==> config.mk <==
export PLATFORM = sky130hd
export DESIGN_NAME = pulse_emulator
export DESIGN_NICKNAME = d
export VERILOG_FILES = /design/src/rtl/pulse_emulator.sv
export SDC_FILE = /design/constraint.sdc
export NUM_CORES = 1
export LEC_CHECK = 0
export BUFFER_PORTS_ARGS = -buffer_cell sky130_fd_sc_hd__buf_4
export CAP_MARGIN = 5
export CORE_MARGIN = 2
export CORE_UTILIZATION = 45
export CTS_CLUSTER_DIAMETER = 50
export DETAILED_ROUTE_END_ITERATION = 8
export HOLD_SLACK_MARGIN = 0.06
export PLACE_DENSITY = 0.69
export SLEW_MARGIN = 30
export SYNTH_ARGS = -nofsm -noshare
export SYNTH_HDL_FRONTEND = slang
export SYNTH_SLANG_ARGS = --single-unit
export TNS_END_PERCENT = 100
==> constraint.sdc <==
create_clock -name clk -period 5.3 [get_ports clk]
set_clock_uncertainty 0.05 [all_clocks]
set_input_delay 0.265 -clock clk [delete_from_list [all_inputs] [get_ports clk]]
set_output_delay 0.265 -clock clk [all_outputs]
set_load 0.05 [all_outputs]
==> src/rtl/pulse_emulator.sv <==
// Emulated detector pulse source: exponential decay v -= v>>DECAY_SHIFT on a
// fixed-point accumulator, with saturating pile-up and a baseline offset.
module pulse_emulator #(
  parameter int SIZE_ADC_DATA = 12,
  parameter int DECAY_SHIFT   = 4,
  parameter int FRAC          = 4,
  parameter int BASELINE      = 0
) (
  input  logic                     clk,
  input  logic                     reset,
  input  logic                     start_valid,
  input  logic [SIZE_ADC_DATA-1:0] start_amp,
  output logic                     start_ready,
  output logic [SIZE_ADC_DATA-1:0] output_data,
  output logic                     busy,
  output logic                     pileup,
  output logic [15:0]              pulse_count
);

  localparam int W = SIZE_ADC_DATA + FRAC;
  localparam logic [W:0] V_MAX = {1'b0, {SIZE_ADC_DATA{1'b1}}, {FRAC{1'b0}}};
  localparam logic [31:0] OUT_MAX = 32'((1 << SIZE_ADC_DATA) - 1);
  localparam logic [SIZE_ADC_DATA-1:0] IDLE_OUT =
    (32'(BASELINE) > OUT_MAX) ? OUT_MAX[SIZE_ADC_DATA-1:0] : SIZE_ADC_DATA'(BASELINE);

  typedef enum logic {IDLE, DECAY} state_t;

  state_t                   state_q, state_d;
  logic [W-1:0]             v_q, v_d;
  logic [SIZE_ADC_DATA-1:0] out_q, out_d;
  logic                     pileup_q, pileup_d;
  logic [15:0]              count_q, count_d;

  logic         accept;
  logic [W-1:0] decayed;
  logic [W:0]   loaded;
  logic [31:0]  level;

  assign start_ready = reset;
  assign accept      = start_valid & start_ready;

  always_comb begin
    v_d      = v_q;
    pileup_d = 1'b0;
    count_d  = count_q;
    decayed  = v_q - (v_q >> DECAY_SHIFT);
    loaded   = {1'b0, decayed} + {1'b0, start_amp, {FRAC{1'b0}}};

    if (state_q == IDLE) begin
      v_d = accept ? {start_amp, {FRAC{1'b0}}} : '0;
    end else if (accept) begin
      v_d      = (loaded > V_MAX) ? V_MAX[W-1:0] : loaded[W-1:0];
      pileup_d = 1'b1;
    end else if (decayed[W-1:FRAC] == '0) begin
      // a pure-fraction residue would never reach zero on its own
      v_d = '0;
    end else begin
      v_d = decayed;
    end

    if (accept) begin
      count_d = count_q + 16'd1;
    end

    state_d = (v_d != '0) ? DECAY : IDLE;
    level   = 32'(BASELINE) + 32'(v_d[W-1:FRAC]);
    out_d   = (level > OUT_MAX) ? OUT_MAX[SIZE_ADC_DATA-1:0] : level[SIZE_ADC_DATA-1:0];
  end

  always_ff @(posedge clk) begin
    if (!reset) begin
      state_q  <= IDLE;
      v_q      <= '0;
      out_q    <= IDLE_OUT;
      pileup_q <= 1'b0;
      count_q  <= '0;
    end else begin
      state_q  <= state_d;
      v_q      <= v_d;
      out_q    <= out_d;
      pileup_q <= pileup_d;
      count_q  <= count_d;
    end
  end

  assign output_data = out_q;
  assign busy        = (state_q == DECAY);
  assign pileup      = pileup_q;
  assign pulse_count = count_q;

endmodule

After elaboration in Yosys (flattened, before gate mapping)
Cells that the tools add are included.
- bits in registers: 46
- bits of input ports: 15
- output and inout bits: 31
- word-level logic and storage cells: 22
- add/subtract/negate cells: 3
- magnitude comparators: 2
- multiplexer cells: 8
- bitwise operators: 1
- reduce and logical (&&, ||, !) cells: 3
- operator list (kind ; count):
    $mux 16 ; 5
    $add 16x16->17 ; 1
    $gt 17x16->1 const B ; 1
    $add 16x1->16 const B ; 1
    $reduce_bool 16->1 ; 1
    $sub 16x12->16 ; 1
    $gt 12x12->1 const B ; 1
    $logic_not 12->1 ; 1
    $mux 12 ; 1
    $mux 1 ; 2
    $reduce_and 2->1 ; 1
    $and 1x1->1 ; 1

Longest topological paths before layout
- depth after elaboration: 8
- depth in mapped cells: 20
- mapped depth without buffers: 19

Worst setup path after synthesis
No wires, ideal clock.
- kind: register to register
- start: register v_q[8]
- end: register state_q, in the netlist busy
- setup time: 0.125 ns
- data arrival time: 4.055 ns
- required time: 5.125 ns
- slack: 1.070 ns
- cell stages (with the launch flop): 19
- path buffers: 0
- period minus slack after synthesis: 4.230 ns
- path through: dfxtp_1 -> inv_1 -> ha_1 -> or3_1 -> a21oi_1 -> a211oi_1 -> nor2b_1 -> o221ai_1 -> xnor2_1 -> ha_1 -> a21o_1 -> a21o_1 -> a211oi_1 -> nand2_1 -> o221a_2 -> a21oi_1 -> nor4bb_1 -> nand3_1 -> o41a_1
- longest elaborated chain between the ends: 8
- elaborated cells between the ends (all ways): 10
- classes of those cells: add/sub (2); order compare (1); mux (5); reduce/logical (2)
- RTL lines (element ; RTL line ; text):
    start, declared ; 29 ; logic [W-1:0] v_q, v_d;
    start signal, assigned ; 79 ; v_q <= v_d;
    $sub 16x12->16 (*) ; 46 ; decayed = v_q - (v_q >> DECAY_SHIFT);
    $add 16x16->17 ; 47 ; loaded = {1'b0, decayed} + {1'b0, start_amp, {FRAC{1'b0}}};
    $gt 17x16->1 ; 52 ; v_d = (loaded > V_MAX) ? V_MAX[W-1:0] : loaded[W-1:0];
    $mux 16 ; 52 ;
    $mux 16 (*) ; 51 ; end else if (accept) begin
    $mux 16 (*) ; 49 ; if (state_q == IDLE) begin
    $reduce_bool 16->1 (*) ; 65 ; state_d = (v_d != '0) ? DECAY : IDLE;
    $mux 1 (*) ; 65 ;
    end signal, assigned ; 78 ; state_q <= state_d;
    end, declared ; 28 ; state_t state_q, state_d;
Mark *: on every way between the ends. The rest lies on a longest branch, timed or not.
A chain may end at the register's enable or synchronous reset.

Final worst setup path
Ends and elaborated chain as after synthesis.

==> results.cfg <==
[global_routing]
grt_pass1_wl_um = 13090
grt_start_max_net_pins = 32
grt_overflow = 0
grt_pass1_vias = 2731
antenna_found_initial = 0
grtUsageTotal = 0.2137

[sta]
setup_tns_ns = 0
tightest_slew_ns = 0.9396
drv_slew = 0
rsz0062_at_grt = false
holdWs_ns = 0.2229
hold_viol = 0
fmax_ghz = 0.2101
period_share = 0.8979
slew_headroom = 0.3729
setup_viol = 0
min_period_ns = 4.759

[drt]
drt-pass1-iter-count = 5
drtAntennaViolNets = 0
drcViolationCount = 0
drt_iter0_drc = 169
viasPerCell = 5.730
wl_per_cell_um = 15.81
drt_wl_total_um = 8364
vias = 3031

[setup_path]
required_ns = 5.44
crit_fanout = 10
end_kind = flip-flop
crit_arrival_ns = 4.90
start_kind = flip-flop
path_class = reg2reg
r2r-start = v_q[8]$_SDFF_PN0_
startpoint = v_q[8]$_SDFF_PN0_
rrSetupSlack_ns = 0.54

[floorplan]
dieWidth_um = 88.57
coreArea_um2 = 6869
ios = 46
die-area_um2 = 7844
initial_core_util = 0.4685
die_y_um = 88.57
rows = 30

[final_layout]
multiInputGateArea_um2 = 2165
final_cells = 529
drive_gt1_frac = 0.1409
nets = 477
fillCellCount = 659
synthToLayoutAreaGrowth_pct = 15.63
seq_area_um2 = 920.9
diodes = 0

[clocking]
cts_tree = done
cts_hold_buf = 0
cts_setup_buffers = 0
htree_levels = 2
insertion_delay_ns = 0.30
cts.sinks = 46
cts-buffers-inserted = 5
cts_buffer_depth = 2
clkTransAtPathRegs_ns = 0.09
root_buffer = clkbuf_8
cts_resized = 0

[yosys]
syn_avg_cell_area_um2 = 8.168
synthesis.nets = 439
synth_ff_type = dfxtp_1
synth_warnings = 0
async_flop_share = 0
syn_area_um2 = 3218
synth_edf_count = 0
yosysSeqAreaShare = 0.2862
ys_ff_latch = 46
netlist_instances = 394
ys_types = 56

[outcome]
status = finished clean

[placement]
io_buffer_count = 45
dp_hpwl_um = 6650
dp_cells = 521
gp_congestion = 0.8987

[run]
drv_cap = 0

[hold_path]
worst_hold_path_type = in2reg
hp-start = start_amp[1]
-- cell families after synthesis --
kind of cell | after synthesis | share of synthesized area
buf+inv | 32 | 0.04121
mux | 2 | 0.006221
flops | 46 | 0.2862
compound gates | 102 | 0.2255
simple gates | 151 | 0.2352
fa+ha+maj | 30 | 0.1213
xor+xnor | 31 | 0.08437
-- registers in the layout, summed over array words and instances (netlist names) --
name,flops
output_data,12
pulse_count,16
pileup,1
v_q,16
busy,1
-- per-stage QoR --
| step | worst slack, ns | util | instance area (µm²) |
|---|---|---|---|
| floorplan | 1.070 | - | 3218 |
| CTS | 0.5802 | 0.5417 | 3721 |
| detailed placement | 0.6131 | 0.5257 | 3611 |
| global route | 0.01973 | 0.5417 | 3721 |
| finish | 0.5414 | 0.5417 | 3721 |
| global placement | 0.7512 | 0.5257 | 3611 |
-- layout by cell type (no fill, tap or decap), types with 7 or more instances in the layout --
cell      Yosys  layout
and2_1       12      12
inv_1        18      18
a21oi_1      25      25
a21o_1        9       9
xor2_1       18      18
o21ai_0      15      15
nand2_1      28      28
ha_1         28      28
nor3_1       11      11
dfxtp_1      46      46
nor2_1       45      45
o221ai_1     10      10
xnor2_1      13      13
buf_4         1      45
nand3_1      15      15
and3_1        7       7
-- cell type report --
cell class / instances / share of cell area
inverters: 18 / 0.01816
multi-input cells: 316 / 0.5817
well taps: 96 / 0.03228
clock inverters: 2 / 0.01009
flip-flops and latches: 46 / 0.2475
clock buffers: 6 / 0.01950
repair buffers: 45 / 0.09079
-- worst paths after layout --
check,to,cells past startpoint
worst max-delay path,busy$_SDFF_PN0_,18
worst min-delay path,v_q[5]$_SDFF_PN0_,3
worst max register to register,busy$_SDFF_PN0_,18
worst min register to register,pulse_count[13]$_SDFFE_PN0P_,2
-- cells in the mapped netlist, drive strengths merged, types with 7 or more instances --
master  instances  area [µm²]
nor3           11       55.05
a21o            9       67.56
inv            18       67.56
nand2          28       105.1
nor2           45       168.9
and3            7       43.79
dfxtp          46       920.9
and2           12       75.07
nand3          15       75.07
clkbuf         11       41.29
xnor2          13       113.9
o21ai          15       75.07
xor2           18       157.7
o221ai         10       87.58
a21oi          27       142.6
ha             28       350.3
-- layer usage --
metal / share of wire / track usage / wire (µm) / vias up
met5: 0 / 0 / 0 / -
met4: 0.023 / 0.07989 / 193 / 0
met3: 0.047 / 0.03172 / 396 / 14
met2: 0.46 / 0.3363 / 3876 / 98
met1: 0.47 / 0.2970 / 3897 / 1408
li1: - / - / - / 1511
-- worst max-delay path, cell delays in order (launching register included) --
cell	delay [ns]
dfxtp_1	0.35
inv_1	0.05
ha_1	0.35
or3_1	0.37
a21oi_1	0.22
a211oi_1	0.07
nor2b_1	0.20
o221ai_1	0.18
xnor2_1	0.34
ha_1	0.32
a21o_1	0.20
a21o_1	0.17
a211oi_1	0.28
nand2_1	0.27
nor3_1	0.37
nor3_1	0.11
nor4_1	0.30
nand3_1	0.11
o41a_1	0.32
Power is left out: the tool's default activity adds up to more than one toggle a clock period on the data nets, which glitch-free logic cannot reach.
